**config.mk**
```make
export PLATFORM = sky130hd
export DESIGN_NAME = fetch_sequencer
export DESIGN_NICKNAME = d
export VERILOG_FILES = /design/src/rtl/fetch_sequencer.sv
export SDC_FILE = /design/constraint.sdc
export NUM_CORES = 1
export LEC_CHECK = 0
export CAP_MARGIN = 10
export CORE_ASPECT_RATIO = 1.1
export CORE_MARGIN = 4
export CORE_UTILIZATION = 40
export CTS_CLUSTER_DIAMETER = 30
export DETAILED_ROUTE_END_ITERATION = 10
export MAX_ROUTING_LAYER = met4
export PLACE_DENSITY_LB_ADDON = 0.1
export SYNTH_ARGS = -nofsm -noshare
export SYNTH_HDL_FRONTEND = slang
export SYNTH_SLANG_ARGS = --single-unit
```
**constraint.sdc**
```tcl
create_clock -name clk -period 24.6 [get_ports clk]
set_input_delay 6.15 -clock clk [delete_from_list [all_inputs] [get_ports clk]]
set_output_delay 6.15 -clock clk [all_outputs]
set_load 0.02 [all_outputs]
```
**src/rtl/fetch_sequencer.sv**
```systemverilog
// Byte-serial Y86 instruction fetch: sizes from byte 0, bounds-checks, assembles fields.
// Optional FETCH_PERF_EN adds instr_count/stall_cycles counters.
module fetch_sequencer #(
    parameter int MEM_DEPTH = 2048
) (
    input  logic        clk,
    input  logic        rst,
    input  logic        pc_load,
    input  logic [63:0] pc_in,
    output logic        mem_rd,
    output logic [63:0] mem_addr,
    input  logic [7:0]  mem_rdata,
    output logic        out_valid,
    input  logic        out_ready,
    output logic [3:0]  icode,
    output logic [3:0]  ifun,
    output logic [3:0]  rA,
    output logic [3:0]  rB,
    output logic [63:0] valC,
    output logic [63:0] valP,
    output logic [1:0]  stat
`ifdef FETCH_PERF_EN
    ,
    output logic [31:0] instr_count,
    output logic [31:0] stall_cycles
`endif
);

    typedef enum logic [1:0] {S_IDLE, S_FETCH, S_DONE, S_HALTED} state_t;

    localparam logic [1:0]  STAT_AOK = 2'd0;
    localparam logic [1:0]  STAT_HLT = 2'd1;
    localparam logic [1:0]  STAT_ADR = 2'd2;
    localparam logic [1:0]  STAT_INS = 2'd3;
    localparam logic [63:0] MAX_ADDR = 64'(MEM_DEPTH - 1);

    // Instruction length in bytes; 0 marks an invalid icode.
    function automatic logic [3:0] instr_len(input logic [3:0] ic);
        case (ic)
            4'h0, 4'h1, 4'h9:             instr_len = 4'd1;
            4'h2, 4'h6, 4'hA, 4'hB:       instr_len = 4'd2;
            4'h7, 4'h8:                   instr_len = 4'd9;
            4'h3, 4'h4, 4'h5:             instr_len = 4'd10;
            default:                      instr_len = 4'd0;
        endcase
    endfunction

    state_t      state_q, state_d;
    logic [63:0] pc_q, pc_d;
    logic [3:0]  k_q, k_d;
    logic        pend_q, pend_d;
    logic [3:0]  len_q, len_d;
    logic [1:0]  stat_q, stat_d;
    logic [7:0]  bytes_q [10];
    logic [7:0]  bytes_d [10];

    logic        issue;
    logic        rx0;
    logic [3:0]  len0;
    logic [3:0]  eff_len;
    logic [3:0]  cur_icode;
    logic [63:0] end_addr;

    always_ff @(posedge clk or posedge rst) begin
        if (rst) begin
            state_q <= S_IDLE;
            pc_q    <= '0;
            k_q     <= '0;
            pend_q  <= 1'b0;
            len_q   <= '0;
            stat_q  <= STAT_AOK;
            for (int i = 0; i < 10; i++) bytes_q[i] <= '0;
        end else begin
            state_q <= state_d;
            pc_q    <= pc_d;
            k_q     <= k_d;
            pend_q  <= pend_d;
            len_q   <= len_d;
            stat_q  <= stat_d;
            for (int i = 0; i < 10; i++) bytes_q[i] <= bytes_d[i];
        end
    end

    always_comb begin
        state_d = state_q;
        pc_d    = pc_q;
        k_d     = k_q;
        pend_d  = pend_q;
        len_d   = len_q;
        stat_d  = stat_q;
        for (int i = 0; i < 10; i++) bytes_d[i] = bytes_q[i];
        issue   = 1'b0;

        // Byte 0 sizes the instruction in the same cycle it returns.
        rx0       = (state_q == S_FETCH) && pend_q && (k_q == 4'd1);
        len0      = instr_len(mem_rdata[7:4]);
        eff_len   = rx0 ? len0 : len_q;
        cur_icode = rx0 ? mem_rdata[7:4] : bytes_q[0][7:4];
        end_addr  = pc_q + 64'(len0) - 64'd1;

        if ((state_q == S_FETCH) && pend_q) begin
            for (int i = 0; i < 10; i++) begin
                if (k_q == 4'(i + 1)) bytes_d[i] = mem_rdata;
            end
        end

        case (state_q)
            S_IDLE: begin
                if (pc_load) begin
                    pc_d    = pc_in;
                    k_d     = '0;
                    pend_d  = 1'b0;
                    len_d   = '0;
                    stat_d  = STAT_AOK;
                    for (int i = 0; i < 10; i++) bytes_d[i] = '0;
                    state_d = S_FETCH;
                end
            end
            S_FETCH: begin
                pend_d = 1'b0;
                if (rx0) len_d = len0;
                if (k_q == 4'd0) begin
                    if (pc_q > MAX_ADDR) begin
                        stat_d  = STAT_ADR;
                        state_d = S_DONE;
                    end else begin
                        issue = 1'b1;
                    end
                end else if (rx0 && (len0 == 4'd0)) begin
                    stat_d  = STAT_INS;
                    state_d = S_DONE;
                end else if (rx0 && (end_addr > MAX_ADDR)) begin
                    stat_d  = STAT_ADR;
                    state_d = S_DONE;
                end else if (k_q < eff_len) begin
                    issue = 1'b1;
                end else begin
                    stat_d  = (cur_icode == 4'h0) ? STAT_HLT : STAT_AOK;
                    state_d = S_DONE;
                end
                if (issue) begin
                    pend_d = 1'b1;
                    k_d    = k_q + 4'd1;
                end
            end
            S_DONE: begin
                if (out_ready) state_d = (stat_q != STAT_AOK) ? S_HALTED : S_IDLE;
            end
            default: state_d = S_HALTED;
        endcase
    end

    assign mem_rd    = issue;
    assign mem_addr  = issue ? (pc_q + 64'(k_q)) : 64'd0;
    assign out_valid = (state_q == S_DONE);

    logic [3:0]  ic;
    logic        need_regids;
    logic        need_valc;
    logic [63:0] valc_raw;

    always_comb begin
        ic          = bytes_q[0][7:4];
        need_regids = (ic inside {4'h2, 4'h3, 4'h4, 4'h5, 4'h6, 4'hA, 4'hB});
        need_valc   = (ic inside {4'h3, 4'h4, 4'h5, 4'h7, 4'h8});
        valc_raw    = '0;
        for (int j = 0; j < 8; j++) begin
            valc_raw[8*j +: 8] = need_regids ? bytes_q[j + 2] : bytes_q[j + 1];
        end
    end

    // Fields read as zero whenever nothing is being offered to decode.
    assign icode = out_valid ? ic : 4'h0;
    assign ifun  = out_valid ? bytes_q[0][3:0] : 4'h0;
    assign rA    = !out_valid ? 4'h0 : (need_regids ? bytes_q[1][7:4] : 4'hF);
    assign rB    = !out_valid ? 4'h0 : (need_regids ? bytes_q[1][3:0] : 4'hF);
    assign valC  = (out_valid && need_valc) ? valc_raw : 64'd0;
    assign valP  = !out_valid ? 64'd0 :
                   ((stat_q == STAT_ADR) || (stat_q == STAT_INS)) ? pc_q : (pc_q + 64'(len_q));
    assign stat  = out_valid ? stat_q : STAT_AOK;

`ifdef FETCH_PERF_EN
    logic [31:0] instr_cnt_q, stall_cnt_q;

    always_ff @(posedge clk or posedge rst) begin
        if (rst) begin
            instr_cnt_q <= '0;
            stall_cnt_q <= '0;
        end else begin
            if (out_valid && out_ready && ((stat_q == STAT_AOK) || (stat_q == STAT_HLT))
                && (instr_cnt_q != 32'hFFFF_FFFF))
                instr_cnt_q <= instr_cnt_q + 32'd1;
            if (out_valid && !out_ready && (stall_cnt_q != 32'hFFFF_FFFF))
                stall_cnt_q <= stall_cnt_q + 32'd1;
        end
    end

    assign instr_count  = instr_cnt_q;
    assign stall_cycles = stall_cnt_q;
`endif

endmodule

```
==> results of run 1 <==
layout make-up:
| class | instances | share of cell area (%) |
|---|---|---|
| Tap cell | 567 | 3.36 |
| Timing Repair Buffer | 299 | 14.0 |
| Clock inverter | 15 | 0.704 |
| Inverter | 114 | 2.05 |
| Multi-Input combinational cell | 2052 | 59.3 |
| Sequential cell | 157 | 18.6 |
| Clock buffer | 17 | 2.01 |
power by group:
| group | switching (W) | internal (W) | leakage [nW] |
|---|---|---|---|
| clock | 0.000132 | 0.000134 | 0.281 |
| combinational | 0.00163 | 0.000796 | 5.79 |
| sequential | 0.000163 | 0.000360 | 2.02 |
| total | 0.00193 | 0.00129 | 8.09 |
cell usage in the layout, fill, tap and decap left out, drive strengths merged, types with 10 or more instances in the layout:
cell type / instances
nand3: 142
nand2b: 31
buf: 12
o21a: 13
nor2b: 34
and3: 27
ha: 177
inv: 123
o211ai: 19
nor2: 244
dfrtp: 157
nand2: 449
xnor2: 119
nand4: 41
a21oi: 263
and2: 23
a31oi: 20
clkdlybuf4s50: 287
nor3: 42
or3: 25
mux2i: 23
clkbuf: 17
o21ai: 148
a21o: 10
a211oi: 17
nor4: 20
worst reg2reg max path: stages, from the launching register on:
cell,delay (ns)
sky130_fd_sc_hd__dfrtp_1,0.49
sky130_fd_sc_hd__inv_1,0.14
sky130_fd_sc_hd__ha_1,0.46
sky130_fd_sc_hd__a21oi_1,0.64
sky130_fd_sc_hd__o21ai_1,0.42
sky130_fd_sc_hd__a32oi_1,0.32
sky130_fd_sc_hd__nand2_1,0.34
sky130_fd_sc_hd__mux2i_1,0.38
sky130_fd_sc_hd__or3_1,0.50
sky130_fd_sc_hd__or4_1,0.53
sky130_fd_sc_hd__nor4_1,0.30
sky130_fd_sc_hd__nand4_1,0.31
sky130_fd_sc_hd__o31a_1,0.42
sky130_fd_sc_hd__nand2b_4,0.63
sky130_fd_sc_hd__mux2i_1,0.29
routing by layer:
metal,routed length [µm],vias to the layer above,share of wire (%)
met5,0,-,0
met4,4790,0,5.8
met3,5640,205,6.8
met2,39900,968,48
li1,-,8905,-
met1,32600,9485,39
cell families (layout without fill, tap and decap cells):
logic type | after synthesis | count (layout) | share of synthesized area, %
fa+ha+maj | 180 | 180 | 13.1
xor+xnor | 123 | 123 | 6.21
compound gates | 579 | 579 | 19.6
buf+inv | 230 | 445 | 5.27
simple gates | 1142 | 1142 | 31.5
mux | 28 | 28 | 1.65
flops | 157 | 157 | 22.7
state kept, by name (all words and copies together) (netlist names):
register	flops
state_q	2
pc_q	64
k_q	4
stat_q	2
pend_q	1
len_q	4
bytes_q	80
per-stage QoR:
stage	std cells	instance area, µm²	utilization (%)
after global routing	3221	21100	49.6
after CTS	3221	21100	49.6
after floorplan	2439	17300	-
after detailed placement	3189	20600	48.3
after global placement	3189	20600	48.3
final	3221	21100	49.6
worst paths after layout:
check	from	to	slack [ns]	cells past startpoint
worst max-delay path	mem_rdata[7]	mem_addr[3]	5.10	20
worst min-delay path	bytes_q[75]$_DFF_PP0_	bytes_q[75]$_DFF_PP0_	0.52	2
worst max register to register	pc_q[32]$_DFFE_PP0P_	k_q[1]$_DFFE_PP0P_	18.26	14
worst min register to register	bytes_q[75]$_DFF_PP0_	bytes_q[75]$_DFF_PP0_	0.52	2
max in group asynchronous	rst	bytes_q[1]$_DFF_PP0_	16.88	3
min in group asynchronous	rst	bytes_q[67]$_DFF_PP0_	6.22	2
==> flow_metrics.tcl, run 1 <==
set metrics [dict create \
    finalMaxSlewViolations 0 \
    first_pass_iters 6 \
    synth-async-reset-ratio_pct 100 \
    synth-main-ff-cell "sky130_fd_sc_hd__dfrtp_1" \
    clk_latency_ns 0.47 \
    die_w_um 207 \
    cts.sinks 157 \
    route.final.wire_length_mm 82.9 \
    yosys_register_bits 157 \
    quantity_of_i_o_buffers_inserted_on_ports 287 \
    finalCritPeriodShare_pct 79.3 \
    total_leakage_power_nw 8.09 \
    globalRoute.busiestLayer "met2" \
    cell_type_group_with_the_largest_total_delay_on_the_critical_path "compound AO/OA/AOI/OAI gates" \
    timing.final.setup_violations 0 \
    num_io_pins 288 \
    cts_inserted_buffers 17 \
    endpoint_kind "output pin" \
    arrival_ns 13.35 \
    dp_hpwl_mm 67.6 \
    clock_path_buffers 2 \
    grt_antenna_before_repair 0 \
    grt_remaining_overflow 0 \
    yosysWarningCount 0 \
    rows 79 \
    final-seq-area_mm2 0.00393 \
    multi_input_area_mm2 0.0125 \
    design.final.nets 2897 \
    clk_pin_slew_worst_paths_ns 0.07 \
    drive_gt1_share_pct 3.28 \
    outcome "completed" \
    number_of_h_tree_levels 4 \
    first_global_vias 18900 \
    timing.critical_path.required_ns 18.45 \
    min_period_ns 19.50 \
    grt_pass1_wl_mm 121 \
    finalHoldViolations 0 \
    pwr_density_cell_mw_per_mm2 152 \
    timing.critical_path.cells "clkdlybuf4s50_1 -> a21oi_1 -> mux2i_1 -> ha_1 -> inv_1 -> ha_1 -> fa_1 -> a211oi_1 -> o21ai_0 -> a211oi_1 -> o21ai_1 -> a221o_1 -> nor4_1 -> nand4_1 -> nor4_1 -> nand4_1 -> o31a_1 -> nand2b_4 -> nor3_1 -> clkdlybuf4s50_1" \
    synth_most_common_cell "sky130_fd_sc_hd__nand2_1" \
    clock.fmax_mhz 51.3 \
    pre_cts_ws_ns 5.24 \
    post_synth_instance_area_mm2 0.0173 \
    groute.usage.overall_pct 35.3 \
    synth_sequential_area_ratio_pct 22.7 \
    drv.max_cap_violation_count 0 \
    fin_hold_ws_ns 0.524 \
    route.detailed.vias_per_inst 6.07 \
    finalSetupTns_ns 0 \
    cts_tree "yes" \
    place.gp.congestion 1.06 \
    leading_post_synthesis_cells_by_instance_count "sky130_fd_sc_hd__nand2_1 (449), sky130_fd_sc_hd__a21oi_1 (263), sky130_fd_sc_hd__nor2_1 (234)" \
    ant_nets 0 \
    grt_setup_unrepaired "no" \
    grt_start_max_net_pins 91 \
    worst_clock_skew_ns 0.0102 \
    max-slew-margin-rel_pct 18.2 \
    floorplan.die_area_mm2 0.0468 \
    global_route.usage.met3_pct 4.59 \
    synth_largest_area_cell "sky130_fd_sc_hd__dfrtp_1" \
    synth_cells 2439 \
    cts_resized 0 \
    gr-usage-met2_pct 58.3 \
    core_area_mm2 0.0426 \
    final_antenna_diode_count 0 \
    yosys.area.top_type_share_pct 22.7 \
    layout_filler_cell_count 4346 \
    drc_markers 0 \
    synth_nets 2695 \
    floorplan.die.height_um 226 \
    worst-slew-pin-transition_ns 1.21 \
    final.setup.worst_slack_ns 5.10 \
    area_contributors_post_synth "sky130_fd_sc_hd__dfrtp_1 (23%), sky130_fd_sc_hd__ha_1 (13%), sky130_fd_sc_hd__nand2_1 (9.7%), sky130_fd_sc_hd__a21oi_1 (7.6%), sky130_fd_sc_hd__xnor2_1 (6.0%)" \
    cts_post_setup_buffers_inserted 0 \
    critical_path.slowest_cell "sky130_fd_sc_hd__clkdlybuf4s50_1" \
    netlist-cell-type-count 89 \
    synth_edf_count 0 \
    wl_per_cell_um 25.8 \
    vdd.ir_drop.worst_mv 0.0713 \
    syn_avg_cell_area_um2 7.11 \
    global_route.usage.met1_pct 42.6 \
    longest_individual_stage_delay_on_the_worst_path_ns 0.79 \
    worst-setup-path-type "input port to output pin" \
    crit_fanout 68 \
    route.vias.total 19600 \
    drt_iter0_markers 1968 \
    startpoint_type "input port" \
    holdBufCountCts 0 \
    path_buf_inv 3 \
    min_path_type "flip-flop to flip-flop" \
    cts_root_buffer "sky130_fd_sc_hd__clkbuf_16" \
    initial_cell_density_of_the_core_pct 40.7 \
    flow.area_growth_from_synthesis_pct 21.9 \
    total_power_w 0.00322 \
]
(Power assumes the default switching activity.)
==> run 2, diff against run 1 <==
==> constraint.sdc (replaced) <==
create_clock -name clk -period 19.88 [get_ports clk]
set_input_delay 4.97 -clock clk [delete_from_list [all_inputs] [get_ports clk]]
set_output_delay 4.97 -clock clk [all_outputs]
set_load 0.02 [all_outputs]
==> flow_metrics.tcl, run 2 (synthesis gave the netlist of run 1 again) <==
set metrics [dict create \
    max-slew-margin-rel_pct 16.6 \
    dp_hpwl_mm 67.6 \
    min_period_ns 17.46 \
    cts_tree "yes" \
    finalSetupTns_ns 0 \
    route.vias.total 19500 \
    floorplan.die.height_um 226 \
    holdBufCountCts 0 \
    multi_input_area_mm2 0.0125 \
    startpoint_type "input port" \
    ant_nets 0 \
    floorplan.die_area_mm2 0.0468 \
    finalHoldViolations 0 \
    post-route-util_pct 49.7 \
    critical_path.reg2reg.endpoint "k_q[1]$_DFFE_PP0P_" \
    cts.sinks 157 \
    max_reg_flops 80 \
    grt_setup_unrepaired "no" \
    outcome "completed" \
    clock_path_buffers 2 \
    worst-slew-pin-transition_ns 1.25 \
    place.gp.congestion 1.07 \
    clk_latency_ns 0.46 \
    num_io_pins 288 \
    rows 79 \
    total_leakage_power_nw 8.10 \
    total_power_w 0.00398 \
    clk_pin_slew_worst_paths_ns 0.07 \
    drive_gt1_share_pct 3.28 \
    initial_cell_density_of_the_core_pct 40.7 \
    longest_individual_stage_delay_on_the_worst_path_ns 0.78 \
    quantity_of_i_o_buffers_inserted_on_ports 287 \
    cts_inserted_buffers 17 \
    timing_startpoint_of_the_critical_path "mem_rdata[5]" \
    worstSetupPathDepth 20 \
    grt_start_max_net_pins 90 \
    worst_clock_skew_ns 0.0173 \
    design.final.nets 2898 \
    worst-setup-path-type "input port to output pin" \
    arrival_ns 12.49 \
    layout.cells.most_common_list "sky130_fd_sc_hd__nand2_1 (448), sky130_fd_sc_hd__clkdlybuf4s50_1 (287), sky130_fd_sc_hd__a21oi_1 (263)" \
    timing.critical_path.required_ns 14.91 \
    min_path_type "flip-flop to flip-flop" \
    reg2reg_depth 14 \
    finalCritPeriodShare_pct 87.8 \
    cts_resized 0 \
    route.final.wire_length_mm 82.6 \
    first_global_vias 18600 \
    drt_iter0_markers 1934 \
    largestRegisters "bytes_q (80), pc_q (64)" \
    first_pass_iters 6 \
    layout_filler_cell_count 4266 \
    path_buf_inv 3 \
    globalRoute.busiestLayer "met2" \
    endpoint_kind "output pin" \
    die_w_um 207 \
    critical_path.slowest_cell "sky130_fd_sc_hd__clkdlybuf4s50_1" \
    global_route.usage.met3_pct 4.53 \
    timing.final.setup_violations 0 \
    route.detailed.vias_per_inst 6.06 \
    worstHoldPathCells 2 \
    crit_fanout 68 \
    gr-usage-met2_pct 57.8 \
    pre_cts_ws_ns 2.70 \
    cts_root_buffer "sky130_fd_sc_hd__clkbuf_16" \
    clock.fmax_mhz 57.3 \
    grt_antenna_before_repair 0 \
    vdd.ir_drop.worst_mv 0.0796 \
    setup.worst_path.end "mem_addr[43]" \
    cts_post_setup_buffers_inserted 0 \
    cell_type_group_with_the_largest_total_delay_on_the_critical_path "compound AO/OA/AOI/OAI gates" \
    reg2reg_slack_ns 13.43 \
    flow.area_growth_from_synthesis_pct 22.1 \
    finalMaxSlewViolations 0 \
    timing.critical_path.cells "clkdlybuf4s50_1 -> a21oi_1 -> mux2i_1 -> ha_1 -> inv_1 -> ha_1 -> fa_1 -> a211oi_1 -> o21ai_0 -> a211oi_1 -> o21ai_1 -> a221o_1 -> nor4_1 -> nand4_1 -> nor4_1 -> nand4_1 -> o31a_1 -> nand2b_4 -> nor2_1 -> clkdlybuf4s50_1" \
    grt_remaining_overflow 0 \
    wl_per_cell_um 25.6 \
    final-seq-area_mm2 0.00393 \
    groute.usage.overall_pct 35.1 \
    final.setup.worst_slack_ns 2.42 \
    grt_pass1_wl_mm 120 \
    layout.cells.most_common "sky130_fd_sc_hd__nand2_1" \
    pwr_density_cell_mw_per_mm2 188 \
    largest_register "bytes_q" \
    drc_markers 0 \
    drv.max_cap_violation_count 0 \
    core_area_mm2 0.0426 \
    global_route.usage.met1_pct 42.3 \
    reg2reg_from "pc_q[34]$_DFFE_PP0P_" \
    number_of_h_tree_levels 4 \
]
-- run 2: worst register-to-register path: cells and delay by family (launching register included) --
kind	cells	cell delay, ns
buffers and inverters	1	0.13
adders and majority gates	1	0.53
and+or+nand+nor	5	1.96
muxes	1	0.36
AOI/OAI and AO/OA	6	2.92
DFF	1	0.49
-- run 2: area by class of cell --
type / instances / share of cell area [%]
Clock inverter: 14 / 0.703
Inverter: 114 / 2.04
Antenna cell: 2 / 0.0236
Clock buffer: 18 / 2.03
Sequential cell: 157 / 18.6
Multi-Input combinational cell: 2052 / 59.2
Tap cell: 567 / 3.35
Timing Repair Buffer: 300 / 14.1
-- run 2: worst min path at each step --
stage | start | endpoint
final | bytes_q[74]$_DFF_PP0_ | bytes_q[74]$_DFF_PP0_
after global routing | bytes_q[72]$_DFF_PP0_ | bytes_q[72]$_DFF_PP0_
after CTS | bytes_q[74]$_DFF_PP0_ | bytes_q[74]$_DFF_PP0_
after detailed placement | bytes_q[74]$_DFF_PP0_ | bytes_q[74]$_DFF_PP0_
after global placement | bytes_q[74]$_DFF_PP0_ | bytes_q[74]$_DFF_PP0_
after floorplan | bytes_q[72]$_DFF_PP0_ | bytes_q[72]$_DFF_PP0_
-- run 2: layer usage --
| layer | vias up | share of wire (%) | wire, µm |
|---|---|---|---|
| li1 | 8904 | - | - |
| met4 | 0 | 6.1 | 5050 |
| met5 | - | 0 | 0 |
| met3 | 210 | 6.6 | 5480 |
| met2 | 926 | 48 | 39600 |
| met1 | 9501 | 39 | 32500 |
-- run 2: report_power, final --
part	total [W]	switching (W)	internal (W)
logic	0.00300	0.00201	0.000988
clock network	0.000335	0.000158	0.000177
registers	0.000646	0.000201	0.000445
-- run 2: metrics by stage --
step / hold WS (ns) / instance area (µm²) / cells
after floorplan: 0.496 / 17300 / 2439
after global placement: 0.506 / 20600 / 3189
after detailed placement: 0.514 / 20600 / 3189
after CTS: 0.523 / 21100 / 3221
after global routing: 0.550 / 21200 / 3222
final: 0.526 / 21200 / 3224
==> run 3, diff against run 2 <==
--- a/config.mk
+++ b/config.mk
@@ -12,7 +12,7 @@
 export CTS_CLUSTER_DIAMETER = 30
 export DETAILED_ROUTE_END_ITERATION = 10
 export MAX_ROUTING_LAYER = met4
-export PLACE_DENSITY_LB_ADDON = 0.1
+export SETUP_SLACK_MARGIN = 0.5
 export SYNTH_ARGS = -nofsm -noshare
 export SYNTH_HDL_FRONTEND = slang
 export SYNTH_SLANG_ARGS = --single-unit
==> flow_metrics.tcl, run 3 (synthesis gave the netlist of run 1 again) <==
set metrics [dict create \
    timing_startpoint_of_the_critical_path "mem_rdata[5]" \
    largest_register "bytes_q" \
    critical_path.reg2reg.endpoint "k_q[1]$_DFFE_PP0P_" \
    min_period_ns 17.08 \
    place.gp.congestion 1.07 \
    pwr_density_cell_mw_per_mm2 190 \
    endpoint_kind "output pin" \
    grt_start_max_net_pins 91 \
    number_of_h_tree_levels 4 \
    holdPathEnd "bytes_q[75]$_DFF_PP0_" \
    finalHoldViolations 0 \
    wl_met2_mm 40.5 \
    highest-signal-layer "met4" \
    layout.cell_area.non_filler_mm2 0.0212 \
    drive_gt1_share_pct 3.53 \
    timing.final.setup_violations 0 \
    rows 79 \
    finalMaxSlewViolations 0 \
    worst-slew-pin-transition_ns 1.20 \
    longest_individual_stage_delay_on_the_worst_path_ns 0.89 \
    quantity_of_i_o_buffers_inserted_on_ports 287 \
    min_path_type "flip-flop to flip-flop" \
    drv.max_cap_violation_count 0 \
    outcome "completed" \
    cts_resized 0 \
    finalSetupTns_ns 0 \
    fin_hold_ws_ns 0.519 \
    grt_pass1_wl_mm 123 \
    wl_per_cell_um 26.4 \
    drt_iter0_markers 2153 \
    route.layer.met1.wl_mm 34.5 \
    cts_root_buffer "sky130_fd_sc_hd__clkbuf_16" \
    post_place_instance_area_mm2 0.0206 \
    timing.critical_path.cells "clkdlybuf4s50_1 -> mux2i_1 -> nor2_1 -> a21oi_1 -> ha_1 -> inv_1 -> ha_1 -> nand2_1 -> or3b_1 -> a311oi_1 -> a211oi_2 -> o221ai_2 -> o22ai_1 -> xnor2_1 -> a21oi_1 -> nand4_1 -> o31a_1 -> nand2b_4 -> nor3_1 -> clkdlybuf4s50_1" \
    groute.usage.overall_pct 36.4 \
    finalCritPeriodShare_pct 85.9 \
    startpoint_type "input port" \
    reg2reg_slack_ns 13.55 \
    core_area_mm2 0.0426 \
    largestRegisters "bytes_q (80), pc_q (64)" \
    cts_post_setup_buffers_inserted 0 \
    critical_path.slowest_cell "sky130_fd_sc_hd__clkdlybuf4s50_1" \
    route.final.wire_length_mm 85.3 \
    holdBufCountCts 0 \
    worst_clock_skew_ns 0.0144 \
    dp_hpwl_mm 68.7 \
    worst-setup-path-type "input port to output pin" \
    first_pass_iters 5 \
    design.final.nets 2903 \
    reg2reg_depth 14 \
    met3_wirelength_mm 6.90 \
    grt_remaining_overflow 0 \
    first_global_vias 18600 \
    num_io_pins 288 \
    grt_antenna_before_repair 1 \
    clk_pin_slew_worst_paths_ns 0.08 \
    flow.area_growth_from_synthesis_pct 22.4 \
    ant_nets 0 \
    cell_type_group_with_the_largest_total_delay_on_the_critical_path "compound AO/OA/AOI/OAI gates" \
    power_switching_share_pct 60.3 \
    post-route-util_pct 49.8 \
    worstHoldPathCells 2 \
    path_buf_inv 3 \
    route.detailed.vias_per_inst 6.05 \
    floorplan.die_area_mm2 0.0468 \
    seq_power_share_pct 16.3 \
    timing.critical_path.required_ns 14.91 \
    max-slew-margin-rel_pct 18.8 \
    floorplan.die.height_um 226 \
    p_clk_share_pct 8.7 \
    p_int_w 0.00160 \
    clock.fmax_mhz 58.6 \
    min-delay-start "bytes_q[75]$_DFF_PP0_" \
    arrival_ns 12.11 \
    cts.sinks 157 \
    layout.cells.most_common_list "sky130_fd_sc_hd__nand2_1 (448), sky130_fd_sc_hd__clkdlybuf4s50_1 (287), sky130_fd_sc_hd__a21oi_1 (263)" \
    cts_inserted_buffers 17 \
    combinational_group_share_of_total_power_pct 74.9 \
    drc_markers 0 \
    die_w_um 207 \
    grt_setup_unrepaired "no" \
    vdd.ir_drop.worst_mv 0.0908 \
    clock_path_buffers 2 \
    switchingPower_w 0.00244 \
    crit_fanout 68 \
    final.setup.worst_slack_ns 2.80 \
    layout.cells.most_common "sky130_fd_sc_hd__nand2_1" \
    route.vias.total 19500 \
    pre_cts_ws_ns 2.89 \
    max_reg_flops 80 \
    reg2reg_from "pc_q[38]$_DFFE_PP0P_" \
    cts_tree "yes" \
    initial_cell_density_of_the_core_pct 40.7 \
    clk_latency_ns 0.48 \
    total_leakage_power_nw 8.13 \
]
-- run 3: final cells by class --
cell class                 instances  area, µm²
sequential                       157       3930
timing repair buffer             305       3010
fill                            4213      21400
clock buffer                      17        425
antenna                            2       5.00
multi-input combinational       2052      12500
clock inverter                    15        183
inverter                         114        433
tap                              567        709
-- run 3: power by group through the flow --
stage          registers, W  logic [W]  clock network (W)
2_1_floorplan      0.000567    0.00188                  0
3_3_place_gp       0.000652    0.00294                  0
3_5_place_dp       0.000656    0.00293                  0
4_1_cts            0.000651    0.00295           0.000354
5_1_grt            0.000671    0.00321           0.000367
6_report           0.000660    0.00303           0.000352
-- run 3: worst max-delay path by stage --
stage             endpoint  slack, ns  depth (start not counted)
3_3_place_gp   mem_addr[3]       3.15                         20
5_1_grt        mem_addr[3]       2.38                         20
2_1_floorplan  mem_addr[3]       5.42                         21
3_5_place_dp   mem_addr[3]       2.89                         20
6_report       mem_addr[3]       2.80                         20
4_1_cts        mem_addr[3]       2.87                         20
-- run 3: per-layer routing --
layer  global-route usage, %  vias up
met3                    6.05      179
met5                       -        -
met2                    59.8     1036
met4                    12.5        0
li1                        -     8917
met1                    45.5     9389
-- run 3: tightest hold or removal path: stages (launching register included) --
cell                      delay [ns]
sky130_fd_sc_hd__dfrtp_1        0.38
sky130_fd_sc_hd__nand2_1        0.05
sky130_fd_sc_hd__a21oi_1        0.05
-- run 3: through the flow --
step | std cells | power [W]
floorplan | 2439 | 0.00245
finish | 3229 | 0.00404
CTS | 3227 | 0.00395
detailed placement | 3195 | 0.00358
global placement | 3195 | 0.00359
global route | 3229 | 0.00425
==> RTL change 1: new RTL, settings of run 2 <==
Take the reset off `pc_q` and `k_q` and load them in a clocked block of their own.
--- a/src/rtl/fetch_sequencer.sv
+++ b/src/rtl/fetch_sequencer.sv
@@ -66,4 +66,2 @@
             state_q <= S_IDLE;
-            pc_q    <= '0;
-            k_q     <= '0;
             pend_q  <= 1'b0;
@@ -74,4 +72,2 @@
             state_q <= state_d;
-            pc_q    <= pc_d;
-            k_q     <= k_d;
             pend_q  <= pend_d;
@@ -81,2 +77,7 @@
         end
+    end
+
+    always_ff @(posedge clk) begin
+        pc_q <= pc_d;
+        k_q  <= k_d;
     end
Check against the original RTL: no difference found for any inputs over 4 cycles, from zero or initial values and one cycle with rst high; that may be too few to reach the edited logic, so the function may still have changed.
==> RTL change 1 against run 2 <==
- synthesized cell count down 6.9%
- clock skew up 1.6 ps
- die area shrank 0.70%
- critical endpoint is now mem_addr[56]
- setup slack improved by 470 ps
- via count fell by 6.7%
- routed wire length decreased by 4.6%
- design area about the same
- sequential cell count did not move
- fmax up 2.8%
- area after synthesis decreased by 0.73%
Power is not compared: it rests on default switching activity, and its combinational part moved more than twofold at a synthesized area within 25%.
==> RTL change 1: results (changes against run 2) <==
----------------------------------------------------
[Outcome]
  Run status ... finished, final reports clean

[Worst setup path]
  Number of cells on the worst reg-to-reg path ... 18 (+4)
  CP endpoint ... mem_addr[56]
  Register-to-register setup slack ... 13750 ps (+320 ps)
  Critical path data arrival time ... 12010 ps (-480 ps)
  Reg2Reg Capture Point ... k_q[1]$_SDFFCE_PN0P_
  Critical Path Source ... mem_rdata[4]
  Maximum fanout along the worst path ... 39 (-43%)
  Critical R2R Launch ... pc_q[1]$_DFFE_PP_

[Min path]
  Worst-case hold path end point ... pend_q$_DFFE_PP0P_
  Min-delay src ... pend_q$_DFFE_PP0P_

[Placement]
  Half-perimeter wire length after detailed placement ... 63.5 mm (-6.0%)
  Total placed cells including tap cells ... 3042 (-4.6%)
  Post-detailed-placement cell area ... 20500 um2 (-0.15%)
  Routability congestion estimate from global placement ... 1.03 (-4.3%)
  Post-placement worst setup slack ... 2410 ps (-283 ps)

[Global route]
  Largest net degree at the start of global routing ... 89 (-1.1%)
  Global routing usage summed across all routing layers ... 34.0% (-1.2 points)
  Global-route wire length before repair ... 115 mm (-3.8%)
  Overflow left after global routing ... 0 (unchanged)
  Antenna violations before repair ... 14 (+14)
  Grt met2 use ... 57.4% (-0.34 points)
  Met3 usage in global routing ... 5.21% (+0.68 points)

[Logic synthesis]
  Number of enable-type register cells in the synthesized netlist ... 68 (+68)
  Number of library cell types mapped by synthesis ... 88 (-1.1%)
  XOR/XNOR Fraction of Synth Area ... 6.61% (+0.40 points)
  Top post-synthesis cells by area ... dfrtp_1 (13%), ha_1 (13%), edfxtp_1 (12%)
  Share of flip-flops with an asynchronous set or reset ... 56.7% (-43 points)
  Sequential-to-total area share from yosys stat ... 24.8% (+2.1 points)
  Post-synthesis adder-cell area fraction ... 13.2% (+0.096 points)
  Compound-cell area share of the yosys netlist ... 17.6% (-2.0 points)
  Synthesized net count ... 2526 (-6.3%)
  Mean Syn Cell Area ... 7.58 um2 (+6.7%)

[Cells and area]
  Nets ... 2751 (-5.1%)
  Filler cell count ... 4213 (-1.2%)
  Final Instance Count excl. Fillers ... 3089 (-4.2%)
  Fraction of final layout cells with drive strength greater than 1 ... 5.06% (+1.8 points)
  Synth-to-Final Area Change ... 23.1%

[Drt]
  Drt total wl ... 78.8 mm (-4.6%)
  Wire length on met3 ... 5.00 mm (-8.7%)
  Initial drt markers ... 1652 (-15%)
  Routed met1 length ... 30.3 mm (-6.7%)
  First-pass detailed-route iteration total ... 8 (+2)
  Via count ... 18200 (-6.7%)

[STA]
  Max_slew headroom ... 13.4% (-3.2 points)
  Max Clock Skew ... 19.0 ps (+1.63 ps)
  Slack of the critical path ... 2900 ps (+473 ps)
  Worst-case hold slack ... 508 ps (-17.8 ps)

[Pwr]
  Leakage power total ... approximately 8 nW
  Maximum ir drop on the vdd rail ... 77.9 uV

[Job]
  Max-cap violation count ... 0 (unchanged)

[Clock network]
  Worst skew pair latency ... 450 ps

----------------------------------------------------
==> RTL change 1: changes by cell type after synthesis, sizes merged, moves of 8 or more <==
cell,run 2,this run
dfrtp,157,89
edfxtp,0,68
o21ai,148,80
nand2,449,401
a21oi,263,247
clkbuf,96,85
nand3,142,132
mux2i,23,14
nor2,244,235
or3,25,16
nand2b,31,39
==> RTL change 1: final cells by class <==
class                   count  share of cell area, %
diodes                     14                  0.165
clock buffers              17                   2.01
clock inverters            15                  0.803
inverters                 109                   1.95
multi-input cells        1903                   57.3
flip-flops and latches    157                   20.1
well taps                 567                   3.35
repair buffers            307                   14.3
==> RTL change 1: critical path, cell delays in order <==
cell	delay (ps)
clkdlybuf4s50_1	820
a21oi_1	320
mux2i_1	160
ha_1	340
inv_1	40
ha_1	230
fa_1	390
a211oi_1	330
o21ai_0	380
a211o_1	410
a211oi_1	560
o211a_1	250
o221ai_1	110
or3_1	340
nor4_1	240
and4_1	270
and4_1	330
o21ai_4	160
buf_4	490
nor2_1	210
clkdlybuf4s50_1	630
==> RTL change 2: new RTL, config.mk and constraints of run 2 <==
Made on the original files. Build with the macro `FETCH_PERF_EN` defined.
--- a/src/rtl/fetch_sequencer.sv
+++ b/src/rtl/fetch_sequencer.sv
@@ -2,2 +2,4 @@
 // Optional FETCH_PERF_EN adds instr_count/stall_cycles counters.
+`define FETCH_PERF_EN
+
 module fetch_sequencer #(
Check against the original RTL (old outputs only; new: instr_count and stall_cycles): equivalent (Yosys induction, for registers that start in step).
==> RTL change 2 against run 2 <==
- routed wire length is 16% higher
- global-route usage is 0.80 points lower
- setup slack worse by 110 ps
- area after synthesis is 18% higher
- total power is 24% higher
- clock power grew to 2.5 times the old value
- design area is 24% higher
- sequential cell count is 64 higher
- utilization is 2.4 points higher
- worst hold slack worse by 38 ps
==> RTL change 2: results (changes against run 2) <==
----------------------------------------------------
[Worst setup path]
  Critical path data arrival time ... 12600 ps (+110 ps)
  Critical Path Source ... mem_rdata[4]
  Critical R2R Launch ... pc_q[16]$_DFFE_PP0P_
  Number of cells on the worst reg-to-reg path ... 15 (+1)

[Outcome]
  Run status ... finished, final reports clean

[STA]
  Worst-case hold slack ... 487 ps (-38.4 ps)
  Slack of the critical path ... 2310 ps (-114 ps)

[Global route]
  Grt met1 use ... 42.5% (+0.20 points)
  Largest net degree at the start of global routing ... 109 (+21%)
  Global routing usage summed across all routing layers ... 34.3% (-0.80 points)
  Global-route wire length before repair ... 141 mm (+18%)
  Grt met2 use ... 57.6% (-0.15 points)
  Met3 usage in global routing ... 4.35% (-0.19 points)

[Cells and area]
  Diodes inserted ... 0 (-2)
  Nets ... 3342 (+15%)
  Clock buffer cells ... 71 (+53)
  Inverter count ... 122 (+7.0%)
  Number of non-clock buffers ... 367 (+22%)
  Multi-input gate count ... 2318 (+13%)
  Synth-to-Final Area Change ... 28.2%
  Fraction of final layout cells with drive strength greater than 1 ... 4.61% (+1.3 points)
  Fraction of area in clock buffers and inverters ... 6.66% (+3.9 points)
  Register share of the cell area ... 21.0% (+2.5 points)

[Clock network]
  Maximum buffer depth of the clock tree ... 3 (+1)
  CTS H-tree lvls ... 2 (-2)
  Worst skew pair latency ... 580 ps (+120 ps)
  Total clock buffers created by CTS ... 53 (+36)

[Drt]
  Mean routed wirelength per cell ... 25.4 um (-0.94%)
  Via count ... 22700 (+16%)
  Drt via density ... 6.00 (-1.0%)

[Logic synthesis]
  Most common library cells after synthesis ... nand2_1 (503), a21oi_1 (266), nor2_1 (258)
  Synthesized net count ... 3040 (+13%)
  Number of library cell types mapped by synthesis ... 86 (-3.4%)
  Top post-synthesis cells by area ... dfrtp_1 (27%), ha_1 (11%), nand2_1 (9.2%)

[Pwr]
  Leakage power total ... 10.5 nW (+30%)
  Clk network pwr share ... 17.2% (+8.8 points)

[Min path]
  Min-delay src ... stall_cycles[31]$_DFFE_PP0P_

[Placement]
  Number of buffers added on ports ... 351 (+22%)
  Routability congestion estimate from global placement ... 1.01 (-5.3%)
  Total placed cells including tap cells ... 3688 (+16%)
  Post-detailed-placement cell area ... 24600 um2 (+19%)
  Half-perimeter wire length after detailed placement ... 78.2 mm (+16%)
  Post-placement worst setup slack ... 2610 ps (-91.1 ps)

[Die]
  Initial core utilization ... 40.7% (about the same)

----------------------------------------------------
[RTL change 2: cell count changes after synthesis, sizes merged, moves of 11 or more]
cell    delta
clkbuf    +11
nand2     +54
and2      +11
and3      +18
o21ai     +12
nor2      +14
nand3     +29
xnor2     +35
xor2      +17
nand4     +21
dfrtp     +64
nor3      +17
[RTL change 2: kinds of logic (layout without fill, tap and decap cells)]
| family | count (synthesis) | count (layout) | share of synthesized area, % |
|---|---|---|---|
| AO/OA/AOI/OAI | 616 | 616 | 18.0 |
| XOR/XNOR | 175 | 175 | 7.47 |
| adder cells (fa/ha/maj) | 183 | 183 | 11.3 |
| buffers and inverters | 242 | 582 | 4.61 |
| flip-flops | 221 | 221 | 26.9 |
| multiplexers | 25 | 25 | 1.28 |
| AND/OR/NAND/NOR | 1319 | 1319 | 30.4 |
